**src/rtl/console_compositor.sv**
```systemverilog
// -----------------------------------------------------------------------------
// console_compositor
//
// Console top-level controller. Runs the session state machine
// (idle / regen / run / paused / win / lose), keeps the rating and the run
// timer, and owns the screen layout (split-screen across all games, or solo
// focus on one game). It composites the game pixel streams and the banner
// pixel onto the VGA monitor with one register stage.
//
// Optional feature:
//   CONSOLE_COMPOSITOR_BORDER_EN - when defined, draws BORDER_W-pixel dividers
//   in BORDER_COLOR just left of each tile boundary in split mode during RUN.
//   When undefined, BORDER_W and BORDER_COLOR have no effect.
//
// Ports:
//   clk, arst_n          clock, asynchronous active-low reset
//   monitor_h_coord/v    current pixel coordinates from the VGA timing block
//   monitor_enable       visible-area enable from the VGA timing block
//   game_rgb             RGB444 per game, game k at [12k+11:12k]
//   game_win/lose/ready  per-game status levels
//   banner_rgb           banner generator pixel
//   button_start/pause/next  synchronised button levels
//   tile_x               h coordinate relative to the current tile (comb)
//   game_pause           per-game pause (low only for active games in RUN)
//   game_regen           one-cycle regenerate pulse per active game
//   banner_num           0 idle/regen, 1 paused, 2 win, 3 lose
//   game_running         high while in RUN
//   rating               current rating
//   monitor_r/g/b        registered RGB444 monitor output
//   quad_disp            {timer[15:0], 4'b0, solo, focus[2:0], rating[7:0]}
// -----------------------------------------------------------------------------
module console_compositor #(
  parameter int          N_GAMES       = 2,
  parameter int          SCREEN_WIDTH  = 800,
  parameter int          SCREEN_HEIGHT = 600,
  parameter int          RATING_WIDTH  = 8,
  parameter int          TIMER_WIDTH   = 16,
  parameter int          BORDER_W      = 2,
  parameter logic [11:0] BORDER_COLOR  = 12'hFFF
) (
  input  logic                    clk,
  input  logic                    arst_n,
  input  logic [10:0]             monitor_h_coord,
  input  logic [9:0]              monitor_v_coord,
  input  logic                    monitor_enable,
  input  logic [12*N_GAMES-1:0]   game_rgb,
  input  logic [N_GAMES-1:0]      game_win,
  input  logic [N_GAMES-1:0]      game_lose,
  input  logic [N_GAMES-1:0]      game_ready,
  input  logic [11:0]             banner_rgb,
  input  logic                    button_start,
  input  logic                    button_pause,
  input  logic                    button_next,
  output logic [10:0]             tile_x,
  output logic [N_GAMES-1:0]      game_pause,
  output logic [N_GAMES-1:0]      game_regen,
  output logic [1:0]              banner_num,
  output logic                    game_running,
  output logic [RATING_WIDTH-1:0] rating,
  output logic [3:0]              monitor_r,
  output logic [3:0]              monitor_g,
  output logic [3:0]              monitor_b,
  output logic [31:0]             quad_disp
);

  localparam int TW = SCREEN_WIDTH / N_GAMES;

  localparam logic [2:0] ST_IDLE   = 3'd0;
  localparam logic [2:0] ST_REGEN  = 3'd1;
  localparam logic [2:0] ST_RUN    = 3'd2;
  localparam logic [2:0] ST_PAUSED = 3'd3;
  localparam logic [2:0] ST_WIN    = 3'd4;
  localparam logic [2:0] ST_LOSE   = 3'd5;

  logic [2:0]             state;
  logic                   regen_wait;
  logic [TIMER_WIDTH-1:0] timer;

  logic       start_q, pause_q, next_q;
  logic       start_edge, pause_edge, next_edge;
  logic       fs_cond, fs_q, frame_start;

  logic       solo;
  logic [2:0] focus;
  logic       pend_valid;
  logic       pend_solo;
  logic [2:0] pend_focus;
  logic       next_solo;
  logic [2:0] next_focus;

  logic [N_GAMES-1:0] active;
  logic               all_ready, win_any, lose_any, enter_regen;

  logic [2:0]  tile_idx;
  logic [10:0] tile_start;
  logic [2:0]  sel_idx;
  logic [11:0] game_pix;
  logic        in_border;
  logic [11:0] pix_nx, pix_q;

  // Button and frame-start edge detection: one history register each, so
  // every action fires only on the cycle the level first goes high.
  always_ff @(posedge clk or negedge arst_n) begin
    if (!arst_n) begin
      start_q <= 1'b0;
      pause_q <= 1'b0;
      next_q  <= 1'b0;
      fs_q    <= 1'b0;
    end else begin
      start_q <= button_start;
      pause_q <= button_pause;
      next_q  <= button_next;
      fs_q    <= fs_cond;
    end
  end

  assign start_edge  = button_start & ~start_q;
  assign pause_edge  = button_pause & ~pause_q;
  assign next_edge   = button_next  & ~next_q;
  assign fs_cond     = (monitor_h_coord == 11'd0) && (monitor_v_coord == 10'd0);
  assign frame_start = fs_cond & ~fs_q;

  // Active-game mask: every game in split mode, only the focused one in solo.
  always_comb begin
    active = '0;
    for (int k = 0; k < N_GAMES; k++) begin
      active[k] = !solo || (focus == 3'(k));
    end
  end

  // Inactive games never hold up regen and never end a run.
  assign all_ready = &(game_ready | ~active);
  assign win_any   = |(game_win  & active);
  assign lose_any  = |(game_lose & active);

  assign enter_regen = start_edge &&
                       ((state == ST_IDLE) || (state == ST_WIN) || (state == ST_LOSE));

  // Session state machine with rating and run timer. On regen entry the pulse
  // is issued for one cycle and ready is only looked at from the following
  // cycle, so a game still showing ready from the previous round cannot
  // short-circuit its own regeneration.
  always_ff @(posedge clk or negedge arst_n) begin
    if (!arst_n) begin
      state      <= ST_IDLE;
      regen_wait <= 1'b0;
      game_regen <= '0;
      timer      <= '0;
      rating     <= '0;
    end else begin
      game_regen <= '0;
      if (enter_regen) begin
        state      <= ST_REGEN;
        game_regen <= active;
        regen_wait <= 1'b1;
        timer      <= '0;
      end else begin
        case (state)
          ST_REGEN: begin
            if (regen_wait) begin
              regen_wait <= 1'b0;
            end else if (all_ready) begin
              state <= ST_RUN;
            end
          end
          ST_RUN: begin
            if (lose_any) begin
              state <= ST_LOSE;
              if (rating != '0) rating <= rating - 1'b1;
            end else if (win_any) begin
              state <= ST_WIN;
              if (rating != '1) rating <= rating + 1'b1;
            end else if (pause_edge) begin
              state <= ST_PAUSED;
            end
            if (frame_start && (timer != '1)) begin
              timer <= timer + 1'b1;
            end
          end
          ST_PAUSED: begin
            if (pause_edge || start_edge) state <= ST_RUN;
          end
          ST_IDLE, ST_WIN, ST_LOSE: begin
          end
          default: state <= ST_IDLE;
        endcase
      end
    end
  end

  // Next layout in the cycle SPLIT -> SOLO 0 -> ... -> SOLO N-1 -> SPLIT.
  // Requests chain off a still-pending request, so several presses inside
  // one frame step several positions; the newest target replaces the old.
  always_comb begin
    logic       base_solo;
    logic [2:0] base_focus;
    base_solo  = pend_valid ? pend_solo  : solo;
    base_focus = pend_valid ? pend_focus : focus;
    next_solo  = 1'b1;
    next_focus = 3'd0;
    if (!base_solo) begin
      next_solo  = 1'b1;
      next_focus = 3'd0;
    end else if (base_focus == 3'(N_GAMES - 1)) begin
      next_solo  = 1'b0;
      next_focus = 3'd0;
    end else begin
      next_solo  = 1'b1;
      next_focus = base_focus + 3'd1;
    end
  end

  // Layout register: requests are accepted only in IDLE or PAUSED and the
  // layout itself only changes on a frame start, so a frame is never torn.
  always_ff @(posedge clk or negedge arst_n) begin
    if (!arst_n) begin
      solo       <= 1'b0;
      focus      <= 3'd0;
      pend_valid <= 1'b0;
      pend_solo  <= 1'b0;
      pend_focus <= 3'd0;
    end else begin
      if (frame_start && pend_valid) begin
        solo       <= pend_solo;
        focus      <= pend_focus;
        pend_valid <= 1'b0;
      end
      if (next_edge && ((state == ST_IDLE) || (state == ST_PAUSED))) begin
        pend_valid <= 1'b1;
        pend_solo  <= next_solo;
        pend_focus <= next_focus;
      end
    end
  end

  // Tile lookup by comparator chain; anything past N_GAMES*TW stays in the
  // last tile because no later comparator can claim it.
  always_comb begin
    tile_idx   = 3'd0;
    tile_start = 11'd0;
    for (int k = 1; k < N_GAMES; k++) begin
      if (monitor_h_coord >= 11'(k * TW)) begin
        tile_idx   = 3'(k);
        tile_start = 11'(k * TW);
      end
    end
  end

  assign tile_x  = solo ? monitor_h_coord : (monitor_h_coord - tile_start);
  assign sel_idx = solo ? focus : tile_idx;

  always_comb begin
    game_pix = 12'h000;
    for (int k = 0; k < N_GAMES; k++) begin
      if (sel_idx == 3'(k)) game_pix = game_rgb[k*12 +: 12];
    end
  end

`ifdef CONSOLE_COMPOSITOR_BORDER_EN
  // Divider band sits just left of each internal tile boundary.
  always_comb begin
    in_border = 1'b0;
    if (!solo) begin
      for (int k = 1; k < N_GAMES; k++) begin
        if ((k * TW >= BORDER_W) &&
            (monitor_h_coord >= 11'(k * TW - BORDER_W)) &&
            (monitor_h_coord <  11'(k * TW))) begin
          in_border = 1'b1;
        end
      end
    end
  end
`else
  assign in_border = 1'b0;
  logic unused_border_cfg;
  assign unused_border_cfg = ^{BORDER_COLOR, 32'(BORDER_W)};
`endif

  // Pixel source selection: blanking and off-screen coordinates are black,
  // any non-RUN state shows the banner, RUN shows the game layout.
  always_comb begin
    pix_nx = 12'h000;
    if (!monitor_enable) begin
      pix_nx = 12'h000;
    end else if ((monitor_h_coord >= 11'(SCREEN_WIDTH)) ||
                 (monitor_v_coord >= 10'(SCREEN_HEIGHT))) begin
      pix_nx = 12'h000;
    end else if (state != ST_RUN) begin
      pix_nx = banner_rgb;
    end else if (in_border) begin
`ifdef CONSOLE_COMPOSITOR_BORDER_EN
      pix_nx = BORDER_COLOR;
`else
      pix_nx = game_pix;
`endif
    end else begin
      pix_nx = game_pix;
    end
  end

  // One-cycle registered monitor output; black while in reset.
  always_ff @(posedge clk or negedge arst_n) begin
    if (!arst_n) begin
      pix_q <= 12'h000;
    end else begin
      pix_q <= pix_nx;
    end
  end

  assign monitor_r = pix_q[11:8];
  assign monitor_g = pix_q[7:4];
  assign monitor_b = pix_q[3:0];

  assign game_running = (state == ST_RUN);
  assign game_pause   = ~(active & {N_GAMES{state == ST_RUN}});

  always_comb begin
    case (state)
      ST_PAUSED: banner_num = 2'd1;
      ST_WIN:    banner_num = 2'd2;
      ST_LOSE:   banner_num = 2'd3;
      default:   banner_num = 2'd0;
    endcase
  end

  assign quad_disp = {16'(timer), 4'b0000, solo, focus, 8'(rating)};

endmodule

```
**config.mk**
```make
export PLATFORM = sky130hd
export DESIGN_NAME = console_compositor
export DESIGN_NICKNAME = d
export VERILOG_FILES = /design/src/rtl/console_compositor.sv
export SDC_FILE = /design/constraint.sdc
export NUM_CORES = 1
export LEC_CHECK = 0
export ABC_AREA = 1
export CAP_MARGIN = 5
export CORE_MARGIN = 2
export CORE_UTILIZATION = 37
export CTS_CLUSTER_DIAMETER = 30
export DETAILED_ROUTE_END_ITERATION = 12
export HOLD_SLACK_MARGIN = 0.03
export PLACE_DENSITY = 0.75
export SYNTH_ARGS = -nofsm -noshare
export SYNTH_HDL_FRONTEND = slang
export SYNTH_SLANG_ARGS = --single-unit
```
**constraint.sdc**
```tcl
create_clock -name clk -period 2.2 [get_ports clk]
set_clock_uncertainty 0.1 [all_clocks]
set_input_delay 0.44 -clock clk [delete_from_list [all_inputs] [get_ports clk]]
set_output_delay 0.44 -clock clk [all_outputs]
set_load 0.02 [all_outputs]
```
==> Yosys cells after proc, flatten, opt, wreduce, memory -nomap -nowiden <==
Index checks and enable logic that the tools add are counted.
{ "totals": {"reg_bits": 55, "input_bits": 69, "out_inout_bits": 70, "wordCells": 123} }
{ "op_classes": {"n_addsub": 5, "magnitude_cmp": 3, "n_eq_ne": 17, "mux": 36, "bitwise": 15, "n_reduce_logical": 32} }
{ "ops": {"columns": ["op", "count"], "rows": [
  ["2-to-1 mux 12 bit", 5],
  ["2-to-1 mux 16 bit", 3],
  ["2-to-1 mux 3 bit", 11],
  ["2-to-1 mux 8 bit", 4],
  ["adder 16 x 1 -> 16 bit (second input constant)", 1],
  ["!= test 16 bit (second input constant)", 1],
  ["equality test 3 x 1 -> 1 bit (second input constant)", 4],
  ["one-hot mux 3 bit (4 select lines)", 1],
  ["nonzero test 2 bit", 6],
  [">= comparator 11 x 10 -> 1 bit (second input constant)", 1],
  [">= comparator 11 x 9 -> 1 bit (second input constant)", 1],
  ["logical NOT 11 bit", 1],
  ["2-to-1 mux 11 bit", 1],
  ["subtractor 11 bit", 1],
  [">= comparator 10 bit (second input constant)", 1],
  ["logical NOT 10 bit", 1],
  ["AND reduction 5 bit", 2],
  ["logical NOT 3 bit", 3],
  ["2-to-1 mux 9 bit", 1],
  ["!= test 3 bit (second input constant)", 3],
  ["adder 8 x 1 -> 8 bit (second input constant)", 1],
  ["2-to-1 mux 1 bit", 8],
  ["!= test 8 bit (second input constant)", 1],
  ["nonzero test 8 bit", 1],
  ["21 further kinds", 45]
]} }

==> Longest topological paths before layout <==
Gate-level depths: netlist of run 1.
{ "logic_depth": {"ltp_word": 9, "ltp_mapped": 16, "ltp_nobuf": 16} }

==> Worst setup path after synthesis of run 1 <==
Ideal clock, no wire load.
{ "synth_path": {"path_kind": "input -> output", "from": "input monitor_h_coord[5]", "to": "output tile_x[5]", "arrival_ps": 1707, "required_time_ps": 1660, "slack_ps": -47, "cell_stages": 7, "n_path_buf": 0, "path_cell_list": "nor2_2 > nand2_1 > nand2_1 > nand2_1 > ha_1 > ha_1 > o21ai_0"} }
{ "synth_between": {"elab_chain_cells": 4} }
{ "synth_rtl": {"columns": ["item", "line", "text"], "rows": [
  ["start, declared", "43", "input logic [10:0] monitor_h_coord,"],
  [">= comparator 11 x 9 -> 1 bit", "242", "if (monitor_h_coord >= 11'(k * TW)) begin"],
  ["2-to-1 mux 9 bit", "242", null],
  ["subtractor 11 bit", "249", "assign tile_x = solo ? monitor_h_coord : (monitor_h_coord - tile_start);"],
  ["2-to-1 mux 11 bit *", "249", null],
  ["end, declared", "54", "output logic [10:0] tile_x,"]
]} }
Mark *: on every way between the ends. The rest lies on a longest branch, timed or not.

==> Worst setup path after layout of run 1 <==
{ "layout_path": {"from": "input monitor_h_coord[5]", "to": "output tile_x[9]"} }
{ "layout_between": {"elab_chain_cells": 4} }
{ "layout_rtl": {"columns": ["item", "line"], "rows": [
  [">= comparator 11 x 9 -> 1 bit", "242"],
  ["2-to-1 mux 9 bit", "242"],
  ["subtractor 11 bit *", "249"],
  ["2-to-1 mux 11 bit *", "249"]
]} }
Marks and branches as above.

==> out/summary.txt, run 1 <==
Tot GR Track Use: 0.213
Part of the power in combinational logic: 0.393
Area taken by multi-input logic gates: 2350 um2
Ant diodes: 0
Port-buffer cells: 134
Failing checks: setup timing
Post-synthesis register bit count: 55
Wire length per cell: 14.9 um
Syn Inst Count: 536
Initial antenna violation count: 0
DRC viols: 0
Detailed-router iteration count before antenna repair: 5
Max-Cap Viols: 0
Total grt overflow: 0
Power per Cell Area: 491 nW/um2
Pleak: 2.88 nW
Seq/Total Area, Yosys: 0.363
Worst slew margin: 0.619
EDFF count, synth: 0
Period utilization: 1.08
Num rows: 36
Layout cells sized above 1: 0.232
Initial DRC count: 145
Sw Ratio: 0.351
Count of cell types in the netlist: 32
CP peak stage delay: 0.17 ns
Clock transition at path regs: 0.11 ns
First-pass GRT wire length: 19.5 mm
Dominant synthesized flop cell: dfrtp_1
Crit path top cell by count: nand2_1
Fill cells: 838
Sequence of cells on the critical path: buf_8 -> nor2_4 -> nand2_2 -> nand2_2 -> nand2_4 -> ha_4 -> buf_4 -> nand2_4 -> nand3_4 -> nand2_1 -> nand2_2 -> nand2_1 -> nand2_1 -> nand2_1 -> buf_6
Starting Density: 0.384
Synth Warn #: 0
Area growth from synthesis to layout: 61.9%
Finish-stage setup viols: 21
Layout net count: 796
TritonCTS clock tree: yes
Total wire length: 12.6 mm
Core area: 9860 um2
Sequential cell area: 1380 um2
Worst slew pin tran: 0.571 ns
Crit. End Element: output port
Final hold vios: 0
CP Data Required Time: 1.66 ns
Worst slack, placed: -1.08 ns
Die span in x: 105 um
Fin. max-slew vios: 0
Placed Instance Area: 5490 um2
Crit path buffers/inverters: 3
H-tree levels: 2
Final setup margin: -0.185 ns
CP startpoint kind: primary input
RSZ-0062 raised after global routing: true
Number of global-route vias before repair: 4205
Critical path fanouts, max: 2
Status: finished, violations left
FFs w/ async S/R, synth: 1.00
Highest Clock Rate: 419 MHz
Pin count of the biggest net entering global routing: 34
Worst reg-to-reg setup slack: 0.06 ns
Sw Pwr: 1.06 mW
DP HPWL: 8.76 mm
CTS Buf Count: 5
Die area: 11100 um2
Tmin final: 2.39 ns
Clk Latency, worst-skew pair: 0.31 ns
Mean area per synthesized cell: 7.07 um2
Root Buffer Master: clkbuf_8
Clock Power Share: 0.229
Arr. time, crit path: 1.85 ns
Internal power: 1.95 mW
Final instance area: 6130 um2
DIE HEIGHT: 105 um
Reg power frac: 0.378
CTS Sinks: 55
Post-synthesis cell area: 3790 um2
GP Congestion: 0.859
Routed Antenna Nets: 0
Boundary Pins: 139
Setup CP Type: in -> out
Vias per std cell: 5.09
CP top delay family: simple AND/OR/NAND/NOR gates
Max Buffers Root-to-Sink: 2
HP Class: reg -> reg
DR vias: 4328
Worst VDD drop: 0.336 mV
CP max-delay cell: ha_4
[cell type report]
cell class / instances / area share
clock buffers: 6 / 0.0118
clock inverters: 2 / 0.00612
inverters: 46 / 0.0290
multi-input cells: 406 / 0.383
flip-flops and latches: 55 / 0.225
well taps: 133 / 0.0271
repair buffers: 202 / 0.318
[layer usage]
metal  part of all wire  up-vias  global-route usage
met5                  0        -                   0
met4              0.030        0              0.0790
met3              0.044       26              0.0362
li1                   -     2083                   -
met1               0.41     2077               0.260
met2               0.52      142               0.374
[cells in the mapped netlist, types with 2 or more instances]
| library cell | n | area [um2] |
|---|---|---|
| buf_4 | 19 | 143 |
| buf_6 | 2 | 22.5 |
| nor3_1 | 4 | 20.0 |
| nand2_2 | 3 | 18.8 |
| o211ai_1 | 13 | 97.6 |
| buf_2 | 8 | 40.0 |
| o21bai_1 | 2 | 15.0 |
| o21ai_0 | 21 | 105 |
| inv_1 | 43 | 161 |
| a21oi_1 | 22 | 110 |
| o22ai_1 | 2 | 12.5 |
| dfrtp_1 | 55 | 1380 |
| xnor2_1 | 3 | 26.3 |
| nand2_1 | 157 | 589 |
| xor2_1 | 15 | 131 |
| nand3b_1 | 6 | 45.0 |
| nor2_2 | 2 | 12.5 |
| nor2_4 | 4 | 45.0 |
| nand4_1 | 7 | 43.8 |
| clkbuf_1 | 3 | 11.3 |
| nor2_1 | 54 | 203 |
| o21ai_2 | 2 | 17.5 |
| ha_1 | 10 | 125 |
| inv_2 | 2 | 7.51 |
| nand3_1 | 70 | 350 |
[state kept, by name (all words and copies together) (netlist names)]
| register | cells |
|---|---|
| fs_q | 1 |
| state | 3 |
| pend_solo | 1 |
| timer | 16 |
| pause_q | 1 |
| rating | 8 |
| game_regen | 2 |
| start_q | 1 |
| pend_focus | 3 |
| next_q | 1 |
| solo | 1 |
| pix_q | 12 |
| focus | 3 |
| pend_valid | 1 |
| regen_wait | 1 |
[final timing paths]
check | from | endpoint | depth (start not counted)
max | monitor_h_coord[5] | tile_x[9] | 15
min | pend_focus[1] | focus[1] | 2
max reg2reg | focus[2] | rating[7] | 16
min reg2reg | pend_focus[1] | focus[1] | 2
max in group asynchronous | arst_n | solo | 3
min in group asynchronous | arst_n | timer[13] | 2
[cell families (layout without fill, tap and decap cells)]
group	after synthesis	in the layout	synth area share
xor+xnor	18	18	0.0416
fa+ha+maj	11	11	0.0383
flops	55	55	0.363
compound gates	63	63	0.0961
simple gates	310	310	0.357
other cells	1	4	0.000990
buf+inv	78	256	0.103
[tightest hold or removal path, delay by kind of cell, from the launching register on]
kind	cells	cell delay (ns)
DFF	1	0.36
and+or+nand+nor	1	0.05
AOI/OAI and AO/OA	1	0.07
[timing repair]
action                     4_1_cts  5_1_grt
setup endpoints to repair       18       35
setup buffers                   15       11
gates cloned                     0        2
pin swaps                       24       35
hold buffers                     1        0
gates resized for setup         95       77
hold endpoints to repair        16        0
[layout by cell type, fill, tap and decap left out, drive strengths merged, types with 10 or more instances in the layout]
cell type,synthesis,routed
nand3,71,71
buf,29,78
o21ai,23,23
inv,45,46
a21oi,22,22
nand2,160,160
ha,10,10
dfrtp,55,55
xor2,15,15
o211ai,13,13
clkdlybuf4s50,0,114
nor2,60,60
[through the flow]
| stage | TNS [ns] | hold WS, ns | utilization | instances | power, mW |
|---|---|---|---|---|---|
| 3_3_place_gp | -8.35 | 0.316 | 0.556 | 818 | 2.17 |
| 6_report | -1.08 | 0.406 | 0.622 | 850 | 3.01 |
| 2_1_floorplan | 0 | 0.0444 | - | 539 | 1.79 |
| 4_1_cts | -0.290 | 0.408 | 0.590 | 842 | 2.98 |
| 3_5_place_dp | -10.89 | 0.327 | 0.556 | 818 | 2.21 |
| 5_1_grt | -2.94 | 0.445 | 0.622 | 850 | 3.17 |
[power groups by stage]
stage | logic, mW | registers, mW | clock network [mW]
finish | 1.18 | 1.14 | 0.689
global route | 1.30 | 1.15 | 0.729
CTS | 1.14 | 1.13 | 0.709
detailed placement | 1.06 | 1.16 | 0
global placement | 1.02 | 1.15 | 0
floorplan | 0.611 | 1.17 | 0
Power figures use the tool's default switching activity.
==> run 2: changes to the inputs <==
HOLD_SLACK_MARGIN = 0.1   (was 0.03)
SLEW_MARGIN = 15   (was default)
TNS_END_PERCENT = 1   (was default)
==> run 2 against run 1 <==
Compared with the run above:
- non-clock buffer count shrank 5
- wire length shrank 9.3%
- die area is the same
- the run still ends with setup timing left
- critical path depth shrank 1
- setup slack lost 0.066 ns
- global-route usage shrank 0.56 points
- sequential cell count is the same
- largest power group is now sequential cells
- final cell count shrank 0.59%
==> out/summary.txt, run 2 (same netlist as run 1, synthesis figures left out) <==
GP Congestion: 0.873
Worst slack, placed: -1.13 ns
Num rows: 36
Sequential cell area: 1380 um2
Sw Pwr: 0.995 mW
Final setup margin: -0.252 ns
Final instance area: 5800 um2
Final hold vios: 0
Number of global-route vias before repair: 4118
Vias per std cell: 4.90
Wire length per cell: 13.6 um
Worst reg-to-reg setup slack: 0.06 ns
Setup TNS: -2.02 ns
Max FFs per register: 16
Clock Power Share: 0.206
Commonest non-fill, non-tap cell in the layout: nand2_1
Max Buffers Root-to-Sink: 2
CP Data Required Time: 1.66 ns
Die span in x: 105 um
HP Class: reg -> reg
Power per Cell Area: 479 nW/um2
Fin. max-slew vios: 0
Area taken by multi-input logic gates: 2140 um2
Total grt overflow: 0
Total wire length: 11.5 mm
Initial DRC count: 172
Routed Antenna Nets: 0
Total power: 2.78 mW
Clock transition at path regs: 0.10 ns
Highest Clock Rate: 408 MHz
Layout cells sized above 1: 0.173
Core area: 9860 um2
RSZ-0062 raised after global routing: true
DRC viols: 0
Root Buffer Master: clkbuf_8
Fill cells: 896
Critical path fanouts, max: 2
Finish-stage setup viols: 25
R2r endpoint: rating[7]
Status: finished, violations left
Crit. End Element: output port
TritonCTS clock tree: yes
Initial antenna violation count: 0
Die area: 11100 um2
Ant diodes: 0
Part of the power in combinational logic: 0.386
Cell count after placement: 822
Worst slew margin: 0.645
DIE HEIGHT: 105 um
Area growth from synthesis to layout: 53.0%
Most frequent cells in the layout: nand2_1 (149), clkdlybuf4s50_1 (114), nand3_1 (68)
Starting Density: 0.384
Arr. time, crit path: 1.91 ns
DR vias: 4144
Pin count of the biggest net entering global routing: 56
Hold depth: 2
Hold Path Sink: focus[1]
DP HPWL: 8.24 mm
Placed Instance Area: 5480 um2
CP startpoint kind: primary input
Setup CP Type: in -> out
Sw Ratio: 0.358
CTS Buf Count: 5
Reg power frac: 0.409
Detailed-router iteration count before antenna repair: 4
Reg2Reg Depth: 14
Port-buffer cells: 134
Failing checks: setup timing
FF-to-FF Start: focus[2]
Clk Latency, worst-skew pair: 0.31 ns
Largest Register: timer
Worst VDD drop: 0.248 mV
Hold Startpoint: pend_focus[1]
Internal power: 1.78 mW
Tmin final: 2.45 ns
Worst slew pin tran: 0.532 ns
First-pass GRT wire length: 19.2 mm
Period utilization: 1.11
CTS Sinks: 55
Pleak: 2.78 nW
Biggest registers after layout: timer x16, pix_q x12, rating x8
Tot GR Track Use: 0.208
Max-Cap Viols: 0
Boundary Pins: 139
Final cell count without fillers: 845
H-tree levels: 2
Layout net count: 791
==> run 2: layout make-up <==
type | instances | area share
multi-input cells | 406 | 0.370
repair buffers | 197 | 0.318
flip-flops and latches | 55 | 0.238
inverters | 46 | 0.0300
well taps | 133 | 0.0287
clock buffers | 5 | 0.0119
clock inverters | 3 | 0.00345
==> run 2: layer usage <==
metal	GRT usage	vias up	wire (um)
met5	0	-	0
met4	0.0676	0	302
met3	0.0293	25	525
met2	0.357	132	5690
met1	0.268	1906	4950
li1	-	2081	-
==> run 2: repair_timing <==
item | 4_1_cts | 5_1_grt
buffers inserted | 13 | 1
gates resized for setup | 77 | 29
hold buffers | 1 | 0
setup endpoints to repair | 15 | 40
endpoints found under the hold margin | 55 | 0
pin swaps | 16 | 16
==> run 2: worst max-delay path by stage <==
stage | start | slack [ns] | depth (start not counted) | endpoint
finish | monitor_h_coord[7] | -0.25 | 14 | tile_x[8]
global route | monitor_h_coord[5] | -0.34 | 16 | tile_x[10]
global placement | monitor_h_coord[5] | -1.02 | 15 | tile_x[10]
detailed placement | monitor_h_coord[5] | -1.13 | 15 | tile_x[10]
floorplan | focus[0] | -0.03 | 14 | rating[7]
CTS | monitor_h_coord[7] | -0.20 | 16 | tile_x[10]
==> run 2: per-stage QoR <==
stage                      util  hold slack, ns
after floorplan               -          0.0444
after global placement    0.556           0.369
after detailed placement  0.556           0.374
after CTS                 0.581           0.400
after global routing      0.588           0.418
final                     0.588           0.396
==> run 2: worst max-delay path: stages <==
cell and delay (ns):
clkdlybuf4s15_1 0.20, nand2_1 0.07, inv_1 0.05, nand2_2 0.09, nand2_2 0.08, ha_4 0.18, ha_4 0.16, nand2_2 0.05
nand2_2 0.07, buf_6 0.12, nand3b_1 0.09, nand3_1 0.09, nand2_1 0.10, buf_6 0.12
==> run 2: power by group through the flow <==
stage,clock (mW),combinational (mW),sequential (mW)
after global placement,0,1.02,1.15
after detailed placement,0,1.04,1.15
after global routing,0.634,1.20,1.15
after floorplan,0,0.611,1.17
after CTS,0.595,1.06,1.13
final,0.571,1.07,1.14
